### config.mk
export PLATFORM = sky130hd
export DESIGN_NAME = req_his_table_flat
export DESIGN_NICKNAME = d
export VERILOG_FILES = /design/src/rtl/req_his_table_if.sv /design/src/rtl/req_his_table.sv /design/src/flat_wrapper.sv
export SDC_FILE = /design/constraint.sdc
export NUM_CORES = 1
export LEC_CHECK = 0
export CORE_AREA = 4 4 106 108
export DETAILED_ROUTE_END_ITERATION = 12
export DIE_AREA = 0 0 110 112
export PLACE_DENSITY_LB_ADDON = 0.2
export SLEW_MARGIN = 20
export SYNTH_ARGS = -nofsm -noshare
export SYNTH_HDL_FRONTEND = slang
export SYNTH_SLANG_ARGS = --single-unit
export TNS_END_PERCENT = 30
### constraint.sdc
create_clock -name clk -period 2.7 [get_ports clk]
set_input_delay 0.54 -clock clk [delete_from_list [all_inputs] [get_ports clk]]
set_output_delay 0.54 -clock clk [all_outputs]
set_load 0.02 [all_outputs]
### src/rtl/req_his_table_if.sv
// Bus bundle for req_his_table: allocation, update, query, occupancy and timeout signals.
interface req_his_table_if #(
  parameter int TAG_COUNT     = 8,
  parameter int HIS_WIDTH     = 4,
  parameter int QUERY_PORTS   = 2,
  parameter int TIMEOUT_LIMIT = 1000
);
  localparam int HIS_WIDTH_I = (HIS_WIDTH > 0) ? HIS_WIDTH : 1;
  localparam int TAG_WIDTH   = $clog2(TAG_COUNT);
  localparam int CNT_WIDTH   = $clog2(TAG_COUNT + 1);

  logic                               alloc_req;
  logic [HIS_WIDTH_I-1:0]             alloc_his;
  logic                               alloc_gnt;
  logic [TAG_WIDTH-1:0]               alloc_tag;
  logic                               upd_vld;
  logic [TAG_WIDTH-1:0]               upd_tag;
  logic                               upd_last;
  logic [HIS_WIDTH_I-1:0]             upd_his;
  logic                               upd_err;
  logic [QUERY_PORTS*TAG_WIDTH-1:0]   query_tag;
  logic [QUERY_PORTS-1:0]             his_valid;
  logic [QUERY_PORTS*HIS_WIDTH_I-1:0] his_content;
  logic [CNT_WIDTH-1:0]               count;
  logic                               full;
  logic                               empty;
  logic                               timeout_tick;
  logic                               timeout_vld;
  logic [TAG_WIDTH-1:0]               timeout_tag;

  modport master (
    output alloc_req, alloc_his, upd_vld, upd_tag, upd_last, upd_his, query_tag, timeout_tick,
    input  alloc_gnt, alloc_tag, upd_err, his_valid, his_content, count, full, empty,
           timeout_vld, timeout_tag
  );

  modport slave (
    input  alloc_req, alloc_his, upd_vld, upd_tag, upd_last, upd_his, query_tag, timeout_tick,
    output alloc_gnt, alloc_tag, upd_err, his_valid, his_content, count, full, empty,
           timeout_vld, timeout_tag
  );
endinterface

### src/rtl/req_his_table.sv
// Outstanding-request tag table with per-tag history, multi-port query and occupancy tracking.
// Optional per-tag expiry timers are enabled by defining REQ_HIS_TIMEOUT_EN.
module req_his_entry #(
  parameter int HW            = 4,
  parameter bit STORE_HIS     = 1'b1,
  parameter int TO_W          = 10,
  parameter int TIMEOUT_LIMIT = 1000
) (
  input  logic          clk,
  input  logic          rst,
  input  logic          set,
  input  logic          wr,
  input  logic          clr,
  input  logic          tick,
  input  logic [HW-1:0] set_his,
  input  logic [HW-1:0] wr_his,
  output logic          valid,
  output logic [HW-1:0] his,
  output logic          expired
);
  always_ff @(posedge clk) begin
    if (rst)      valid <= 1'b0;
    else if (set) valid <= 1'b1;
    else if (clr) valid <= 1'b0;
  end

  if (STORE_HIS) begin : g_his
    // History survives release so a late query still sees the last value.
    always_ff @(posedge clk) begin
      if (rst)      his <= '0;
      else if (set) his <= set_his;
      else if (wr)  his <= wr_his;
    end
  end else begin : g_nohis
    logic unused_his;
    assign unused_his = ^{set_his, wr_his};
    assign his = '0;
  end

`ifdef REQ_HIS_TIMEOUT_EN
  logic [TO_W-1:0] timer;
  always_ff @(posedge clk) begin
    if (rst)            timer <= '0;
    else if (set || wr) timer <= '0;
    else if (tick && valid && timer != TO_W'(TIMEOUT_LIMIT))
      timer <= timer + TO_W'(1);
  end
  assign expired = valid && (timer == TO_W'(TIMEOUT_LIMIT));
`else
  logic unused_tick;
  assign unused_tick = tick;
  assign expired = 1'b0;
`endif
endmodule

module req_his_table #(
  parameter int TAG_COUNT     = 8,
  parameter int HIS_WIDTH     = 4,
  parameter int QUERY_PORTS   = 2,
  parameter int TIMEOUT_LIMIT = 1000
) (
  input  logic           clk,
  input  logic           rst,
  req_his_table_if.slave bus
);
  localparam int HW        = (HIS_WIDTH > 0) ? HIS_WIDTH : 1;
  localparam int TAG_WIDTH = $clog2(TAG_COUNT);
  localparam int CNT_WIDTH = $clog2(TAG_COUNT + 1);
  localparam int TO_WIDTH  = $clog2(TIMEOUT_LIMIT + 1);

  logic [TAG_COUNT-1:0]         valid, expired, set_v, wr_v, clr_v;
  logic [TAG_COUNT-1:0][HW-1:0] his;
  logic [TAG_WIDTH-1:0]         free_tag, to_tag, to_tag_q;
  logic                         free_found, to_fire, to_vld_q, upd_err_q;
  logic                         upd_hit, upd_rel, upd_wr;
  logic [CNT_WIDTH-1:0]         cnt_q;

  assign upd_hit = bus.upd_vld && valid[bus.upd_tag];
  assign upd_rel = upd_hit && bus.upd_last;
  assign upd_wr  = upd_hit && !bus.upd_last;

  // Lowest free tag for allocation; lowest expired tag not hit by an update this cycle.
  always_comb begin
    free_tag   = '0;
    free_found = 1'b0;
    to_tag     = '0;
    to_fire    = 1'b0;
    for (int i = 0; i < TAG_COUNT; i++) begin
      if (!valid[i] && !free_found) begin
        free_tag   = TAG_WIDTH'(i);
        free_found = 1'b1;
      end
      if (expired[i] && !to_fire && !(upd_hit && bus.upd_tag == TAG_WIDTH'(i))) begin
        to_tag  = TAG_WIDTH'(i);
        to_fire = 1'b1;
      end
    end
  end

  assign bus.full      = (cnt_q == CNT_WIDTH'(TAG_COUNT));
  assign bus.empty     = (cnt_q == '0);
  assign bus.count     = cnt_q;
  assign bus.alloc_gnt = bus.alloc_req && !bus.full;
  assign bus.alloc_tag = free_tag;
  assign bus.upd_err   = upd_err_q;
  assign bus.timeout_vld = to_vld_q;
  assign bus.timeout_tag = to_tag_q;

  for (genvar t = 0; t < TAG_COUNT; t++) begin : g_tag
    assign set_v[t] = bus.alloc_gnt && (free_tag == TAG_WIDTH'(t));
    assign wr_v[t]  = upd_wr && (bus.upd_tag == TAG_WIDTH'(t));
    assign clr_v[t] = (upd_rel && bus.upd_tag == TAG_WIDTH'(t)) ||
                      (to_fire && to_tag == TAG_WIDTH'(t));
    req_his_entry #(
      .HW(HW), .STORE_HIS(HIS_WIDTH > 0), .TO_W(TO_WIDTH), .TIMEOUT_LIMIT(TIMEOUT_LIMIT)
    ) u_entry (
      .clk(clk), .rst(rst), .set(set_v[t]), .wr(wr_v[t]), .clr(clr_v[t]),
      .tick(bus.timeout_tick), .set_his(bus.alloc_his), .wr_his(bus.upd_his),
      .valid(valid[t]), .his(his[t]), .expired(expired[t])
    );
  end

  // Grant and release never hit the same tag, so the occupancy delta is a plain sum.
  always_ff @(posedge clk) begin
    if (rst) begin
      cnt_q     <= '0;
      upd_err_q <= 1'b0;
      to_vld_q  <= 1'b0;
      to_tag_q  <= '0;
    end else begin
      cnt_q     <= cnt_q + CNT_WIDTH'(bus.alloc_gnt) - CNT_WIDTH'(upd_rel) - CNT_WIDTH'(to_fire);
      upd_err_q <= bus.upd_vld && !valid[bus.upd_tag];
      to_vld_q  <= to_fire;
      to_tag_q  <= to_fire ? to_tag : '0;
    end
  end

  for (genvar p = 0; p < QUERY_PORTS; p++) begin : g_query
    logic [TAG_WIDTH-1:0] qt;
    assign qt = bus.query_tag[p*TAG_WIDTH +: TAG_WIDTH];
    assign bus.his_valid[p]          = valid[qt];
    assign bus.his_content[p*HW +: HW] = his[qt];
  end
endmodule

### src/flat_wrapper.sv
// flat-port wrapper written by rule: the top's interface ports become plain ports
module req_his_table_flat 
#(
  parameter int TAG_COUNT     = 8,
  parameter int HIS_WIDTH     = 4,
  parameter int QUERY_PORTS   = 2,
  parameter int TIMEOUT_LIMIT = 1000
)
  (clk, rst, bus_alloc_req, bus_alloc_his, bus_upd_vld, bus_upd_tag, bus_upd_last, bus_upd_his, bus_query_tag, bus_timeout_tick, bus_alloc_gnt, bus_alloc_tag, bus_upd_err, bus_his_valid, bus_his_content, bus_count, bus_full, bus_empty, bus_timeout_vld, bus_timeout_tag);
  req_his_table_if #(.TAG_COUNT(TAG_COUNT), .HIS_WIDTH(HIS_WIDTH), .QUERY_PORTS(QUERY_PORTS), .TIMEOUT_LIMIT(TIMEOUT_LIMIT)) bus_i ();
  input  logic clk;
  input  logic rst;
  input wire logic [$bits(bus_i.alloc_req)-1:0] bus_alloc_req;
  input wire logic [$bits(bus_i.alloc_his)-1:0] bus_alloc_his;
  input wire logic [$bits(bus_i.upd_vld)-1:0] bus_upd_vld;
  input wire logic [$bits(bus_i.upd_tag)-1:0] bus_upd_tag;
  input wire logic [$bits(bus_i.upd_last)-1:0] bus_upd_last;
  input wire logic [$bits(bus_i.upd_his)-1:0] bus_upd_his;
  input wire logic [$bits(bus_i.query_tag)-1:0] bus_query_tag;
  input wire logic [$bits(bus_i.timeout_tick)-1:0] bus_timeout_tick;
  output wire logic [$bits(bus_i.alloc_gnt)-1:0] bus_alloc_gnt;
  output wire logic [$bits(bus_i.alloc_tag)-1:0] bus_alloc_tag;
  output wire logic [$bits(bus_i.upd_err)-1:0] bus_upd_err;
  output wire logic [$bits(bus_i.his_valid)-1:0] bus_his_valid;
  output wire logic [$bits(bus_i.his_content)-1:0] bus_his_content;
  output wire logic [$bits(bus_i.count)-1:0] bus_count;
  output wire logic [$bits(bus_i.full)-1:0] bus_full;
  output wire logic [$bits(bus_i.empty)-1:0] bus_empty;
  output wire logic [$bits(bus_i.timeout_vld)-1:0] bus_timeout_vld;
  output wire logic [$bits(bus_i.timeout_tag)-1:0] bus_timeout_tag;
  assign bus_i.alloc_req = bus_alloc_req;
  assign bus_i.alloc_his = bus_alloc_his;
  assign bus_i.upd_vld = bus_upd_vld;
  assign bus_i.upd_tag = bus_upd_tag;
  assign bus_i.upd_last = bus_upd_last;
  assign bus_i.upd_his = bus_upd_his;
  assign bus_i.query_tag = bus_query_tag;
  assign bus_i.timeout_tick = bus_timeout_tick;
  assign bus_alloc_gnt = bus_i.alloc_gnt;
  assign bus_alloc_tag = bus_i.alloc_tag;
  assign bus_upd_err = bus_i.upd_err;
  assign bus_his_valid = bus_i.his_valid;
  assign bus_his_content = bus_i.his_content;
  assign bus_count = bus_i.count;
  assign bus_full = bus_i.full;
  assign bus_empty = bus_i.empty;
  assign bus_timeout_vld = bus_i.timeout_vld;
  assign bus_timeout_tag = bus_i.timeout_tag;
  req_his_table #(.TAG_COUNT(TAG_COUNT), .HIS_WIDTH(HIS_WIDTH), .QUERY_PORTS(QUERY_PORTS), .TIMEOUT_LIMIT(TIMEOUT_LIMIT)) u_core (.clk(clk), .rst(rst), .bus(bus_i));
endmodule
---- After elaboration in Yosys (flattened, before gate mapping) ----
Cells that the tools add are included.
cells by class
  reduce and logical (&&, ||, !) cells .... 71
  multiplexer cells ....................... 56
  add/subtract/negate cells ............... 2
  order comparisons ....................... 3
  equal/unequal tests ..................... 15
operators with widths
  cell                                                         number
  two-way mux 4 bit                                            18
  logical AND 1 bit                                            36
  nonzero test 2 bit                                           16
  two-way mux 1 bit                                            27
  binary-select mux 4 bit (select 3 bit)                       2
  == test 3 bit (second input constant)                        8
  two-way mux 3 bit                                            6
  zero test 1 bit                                              16
  == test 3 x 2 -> 1 bit (second input constant)               4
  less-than comparator 3 x 4 -> 1 bit (second input constant)  3
  binary-select mux 1 bit (select 3 bit)                       3
  == test 3 x 1 -> 1 bit (second input constant)               2
  zero test 3 bit                                              2
  adder 4 x 1 -> 4 bit                                         1
  == test 4 bit (second input constant)                        1
  zero test 4 bit                                              1
  subtractor 4 x 1 -> 4 bit                                    1
word-level totals
  register bits after elaboration ......... 45
  logic and storage cells ................. 165

---- Depth between registers and ports, before layout ----
  depth after elaboration ................. 24
  depth in mapped cells ................... 13
  mapped depth without buffers ............ 11

---- Cells and area by module ----
Synthesis repeated with hierarchy kept, for this count alone.
second synthesis, totals
  cells, all modules ...................... 356
  area, all modules ....................... 3,552.2 um^2
by module, submodules not included
  module         instances  area each (um^2)  cells each  seq. area each (um^2)
  req_his_entry  8          232.7             23          100.1
  req_his_table  1          1,690.4           172         180.2

---- Worst setup path before layout ----
No wires, ideal clock.
  path type ............................... flip-flop to flip-flop
  start ................................... reg u_core.cnt_q[3], in the netlist u_core.bus.count[3]
  end ..................................... reg u_core.cnt_q[2], in the netlist u_core.bus.count[2]
  setup slack ............................. 240 ps
  required time ........................... 2,572 ps
  data arrival time ....................... 2,333 ps
  path buffers ............................ 2
  library setup time ...................... 128 ps
  cell stages (with the launch flop) ...... 13
  cells stage by stage .................... dfxtp_1 ha_1 or3b_1 buf_4 nand2_1 buf_4 ha_1 inv_1 ha_1 inv_1 fa_1 xor2_1 nor2_1
on the way
  cells in the longest elaborated chain, start to end .. 5
ends and longest elaborated chain
  element                    line                  source
  from (decl)                req_his_table.sv:76   logic [CNT_WIDTH-1:0] cnt_q;
  from (signal assigned)     req_his_table.sv:131  cnt_q <= cnt_q + CNT_WIDTH'(bus.alloc_gnt) - CNT_WIDTH'(upd_rel) - CNT_WIDTH'(to_fire);
  == test 4 bit              req_his_table.sv:100  assign bus.full = (cnt_q == CNT_WIDTH'(TAG_COUNT));
  zero test 1 bit            req_his_table.sv:103  assign bus.alloc_gnt = bus.alloc_req && !bus.full;
  logical AND 1 bit          req_his_table.sv:103
  adder 4 x 1 -> 4 bit       req_his_table.sv:131
  subtractor 4 x 1 -> 4 bit  req_his_table.sv:131
Every way passes these cells.
A chain may end at the register's enable or synchronous reset.

---- Worst setup path after layout ----
  start ................................... in bus_query_tag[3]
  end ..................................... out bus_his_content[5]
on the way
  cells in the longest elaborated chain, start to end .. 2
ends and longest elaborated chain
  element                                  line                  source
  from (decl)                              flat_wrapper.sv:19    input wire logic [$bits(bus_i.query_tag)-1:0] bus_query_tag;
  binary-select mux 4 bit (select 3 bit)   req_his_table.sv:142  assign bus.his_content[p*HW +: HW] = his[qt];
  two-way mux 4 bit (not written as such)  req_his_table.sv:142
  to (decl)                                flat_wrapper.sv:25    output wire logic [$bits(bus_i.his_content)-1:0] bus_his_content;
Every way passes these cells. The select of a mux whose other input is x is not followed.

==> impl_summary.log <==
[metrics] outcome: finished, final reports clean
[metrics] initial core utilization: 31.8%
[metrics] share of the core filled with cells: ~39%
[metrics] cell depth of the worst flop-to-flop path: 10
[metrics] part of the cycle the worst path needs: between 90 and 100%
[metrics] overflow left after global routing: 0
[metrics] Routed Antenna Nets: 0
[metrics] Chip Height: 112 um
[metrics] clk buf depth: 2
[metrics] register area: about 900 um2
[metrics] clock latency on the worst-skew pair: slightly above 0.3 ns
[metrics] Register-to-Register Setup Slack: 0.25 ns
[metrics] Via density: just under 6
[metrics] # nets final: roughly 400
[metrics] port bufs: 42
[metrics] Critical Path Source: bus_query_tag[3]
[metrics] Distinct cells, synth: between 50 and 60
[metrics] drt wl/cell: between 20 and 25 um
[metrics] Static Leakage: between 1 and 1.5 nW
[metrics] sequential fraction of the synthesis area: between 20% and 30%
[metrics] die span in x: 110 um
[metrics] fraction of final layout cells with drive strength greater than 1: between 20% and 30%
[metrics] worst-margin pin slew: between 0.6 and 0.7 ns
[metrics] maximum VDD drop: 0.295 mV
[metrics] mean post-synth cell area: 9.69 um2
[metrics] First DRT Iteration DRCs: roughly 270
[metrics] via count of the first global-routing pass: approximately 3000
[metrics] critical register-to-register path startpoint: u_core.g_tag[5].u_entry.valid
[metrics] area overhead of the layout relative to synthesis: 22.6%
[metrics] Slew Viols, Final: 0
[metrics] first-pass GRT wire length: roughly 17 mm
[metrics] total number of placement rows: 37
[metrics] number of enable flip-flop cells after synthesis: 0
[metrics] maximum number of pins on one net before global-route repair: 22
[metrics] share of the synthesized area in the top cell type: between 20 and 30%
[metrics] Clock Tree Root: clkbuf_8
[metrics] critical-path maximum fanout: 5
[metrics] destination of the worst register-to-register timing path: u_core.bus.count[2]
[metrics] setup repair after global routing missed its margin: yes
[metrics] overall track demand over capacity in global routing: a little under a fifth
[metrics] maximum operating frequency: around 380 MHz
[metrics] sinks on the clock net: between 40 and 50
[metrics] total power consumption of the routed design: 1.83 mW
[metrics] largest clock skew in the final design: a little over 0.007 ns
[metrics] start-to-end type of the worst setup path: in -> out
[metrics] worst min-delay path class: reg -> reg
[metrics] category of the worst setup path launch point: primary input
[metrics] Worst-path clk slew: about 0.09 ns
[metrics] die footprint: between 10000 and 15000 um2
[metrics] total routed wirelength: around 11 mm
[metrics] total count of hold-check failures in the final report: 0
[metrics] core region area: between 10000 and 15000 um2
[metrics] Max-Cap Viols: 0
[metrics] flops & latches, synth: between 40 and 50
[metrics] library cell occupying the most area in the post-synthesis netlist: dfxtp_1
[metrics] Syn Inst Count: around 340
[metrics] filler cell count in the final layout: approximately 1000
[metrics] relative max-transition margin: between 50% and 60%
[metrics] PwrDens: between 400 and 500 nW/um2
[metrics] Setup crit end kind: output pin
[metrics] Most used DFF post-synth: dfxtp_1
[metrics] total iterations of the first detailed-routing run: 4
[metrics] cts bufs inserted: 5
[metrics] Post-DP HPWL: between 8 and 9 mm
[metrics] total via count after detailed routing: 3019
[metrics] antenna cell count: 0
[metrics] Cell Area, Synth: 3250 um2
[metrics] number of I/O pins: 48
[metrics] data required time of the worst path: around 2.2 ns
[metrics] number of antenna violations at the first check in global routing: 0
[metrics] end point of the critical path: bus_his_content[5]
[metrics] biggest area contributors in the synthesized netlist: dfxtp_1 28%, mux4_2 15%, a21oi_1 4.3%, mux2_2 3.8%, a32oi_1 3.2%
[metrics] clock period minus worst slack: 2.66 ns
[metrics] Synthesis Warnings: 0
[metrics] buffer count from post-CTS setup fixing: 0
[metrics] total setup violations reported at the end of the flow: 0
[metrics] area occupied by multi-input gates: 2120 um2
[metrics] Post-synth ARST share: 0%
[metrics] number of H-tree levels: 2
[metrics] final RePlAce weighted congestion: just over 0.8
[metrics] worst path arrival time: between 2 and 2.5 ns
[metrics] # hold bufs at CTS: 0
[metrics] number of remaining DRC errors: 0
[metrics] TritonCTS clock tree: built
[routing by layer]
layer  global-route usage, %  up-vias  wire length (um)
li1                        -     1379                 -
met1                    25.3     1503              4890
met2                    28.8      118              5260
met3                    2.84       19               595
met4                    5.82        0               207
met5                       0        -                 0
[worst min path at each step]
stage | cells past startpoint | slack, ns | startpoint | end
after floorplan | 2 | 0.45 | u_core.g_tag[3].u_entry.his[0] | u_core.g_tag[3].u_entry.his[0]
after global placement | 2 | 0.48 | u_core.g_tag[3].u_entry.his[3] | u_core.g_tag[3].u_entry.his[3]
after detailed placement | 2 | 0.48 | u_core.g_tag[3].u_entry.his[3] | u_core.g_tag[3].u_entry.his[3]
after CTS | 2 | 0.49 | u_core.g_tag[3].u_entry.his[3] | u_core.g_tag[3].u_entry.his[3]
after global routing | 2 | 0.53 | u_core.g_tag[3].u_entry.his[0] | u_core.g_tag[3].u_entry.his[0]
final | 2 | 0.48 | u_core.g_tag[3].u_entry.his[3] | u_core.g_tag[3].u_entry.his[3]
[power by group]
group / total, mW / switching, mW / internal [mW]
Combinational: 0.619 / 0.328 / 0.291
Sequential: 0.758 / 0.0510 / 0.707
Clock: 0.450 / 0.266 / 0.184
[worst max-delay path: stages]
cell and delay, ns:
clkdlybuf4s15_1 0.25, bufbuf_16 0.30, mux4_2 0.50, mux2_2 0.27, clkdlybuf4s15_2 0.25
[through the flow]
step / setup slack, ns / area (um2) / TNS (ns) / std cells / hold WS, ns
after detailed placement: -0.476 / 3850 / -5.36 / 499 / 0.480
after global placement: -0.421 / 3850 / -5.14 / 499 / 0.480
after global routing: -0.0111 / 3990 / -0.0145 / 509 / 0.525
after CTS: -0.00935 / 4010 / -0.00935 / 509 / 0.493
final: 0.0369 / 3990 / 0 / 509 / 0.484
after floorplan: 0.240 / 3270 / 0 / 339 / 0.455
[what timing repair did]
item / in CTS / in global routing
pin swaps: 0 / 0
gates cloned: 2 / 0
setup endpoints to repair: 16 / 13
resized for setup: 31 / 12
[kinds of logic after synthesis]
group | after synthesis | share of synthesized area, %
AND/OR/NAND/NOR | 98 | 18.5
AO/OA/AOI/OAI | 95 | 21.8
buffers and inverters | 50 | 7.88
flip-flops | 45 | 27.7
multiplexers | 38 | 20.6
adder cells (fa/ha/maj) | 7 | 2.92
XOR/XNOR | 2 | 0.538
other | 1 | 0.115
[cells in the mapped netlist (all sizes together) (8+ instances only)]
cell / number
nand2: 17
o21ai: 9
a32oi: 12
mux2: 11
nand3: 15
buf: 26
inv: 10
clkbuf: 13
dfxtp: 45
and3: 14
nor3: 12
a21oi: 28
mux4: 22
o211ai: 8
[area by class of cell]
class	instances	area share [%]
Timing Repair Buffer	65	16.7
Clock inverter	3	0.533
Tap cell	136	4.26
Clock buffer	5	1.72
Multi-Input combinational cell	244	53.0
Sequential cell	45	22.7
Inverter	11	1.03
[sequential cells by signal, indices dropped and copies added, names as in the netlist]
name / count
u_core.bus.count: 4
u_core.g_tag.u_entry.his: 32
u_core.bus.upd_err: 1
u_core.g_tag.u_entry.valid: 8
[layout by cell type, fill, tap and decap left out, types with 5 or more instances in the layout]
master,instances
clkdlybuf4s15_1,5
o21ai_0,9
mux2_2,11
and3_1,14
a32oi_1,12
clkdlybuf4s50_1,27
clkbuf_2,6
o211ai_1,8
inv_1,8
dfxtp_1,41
nor3_1,12
nor3b_1,6
and3b_1,5
a22oi_1,5
clkbuf_8,5
ha_1,6
nand3_1,15
nor2_1,7
nand2_1,16
mux4_2,22
a21oi_1,28
buf_4,17
Power figures use the tool's default switching activity.
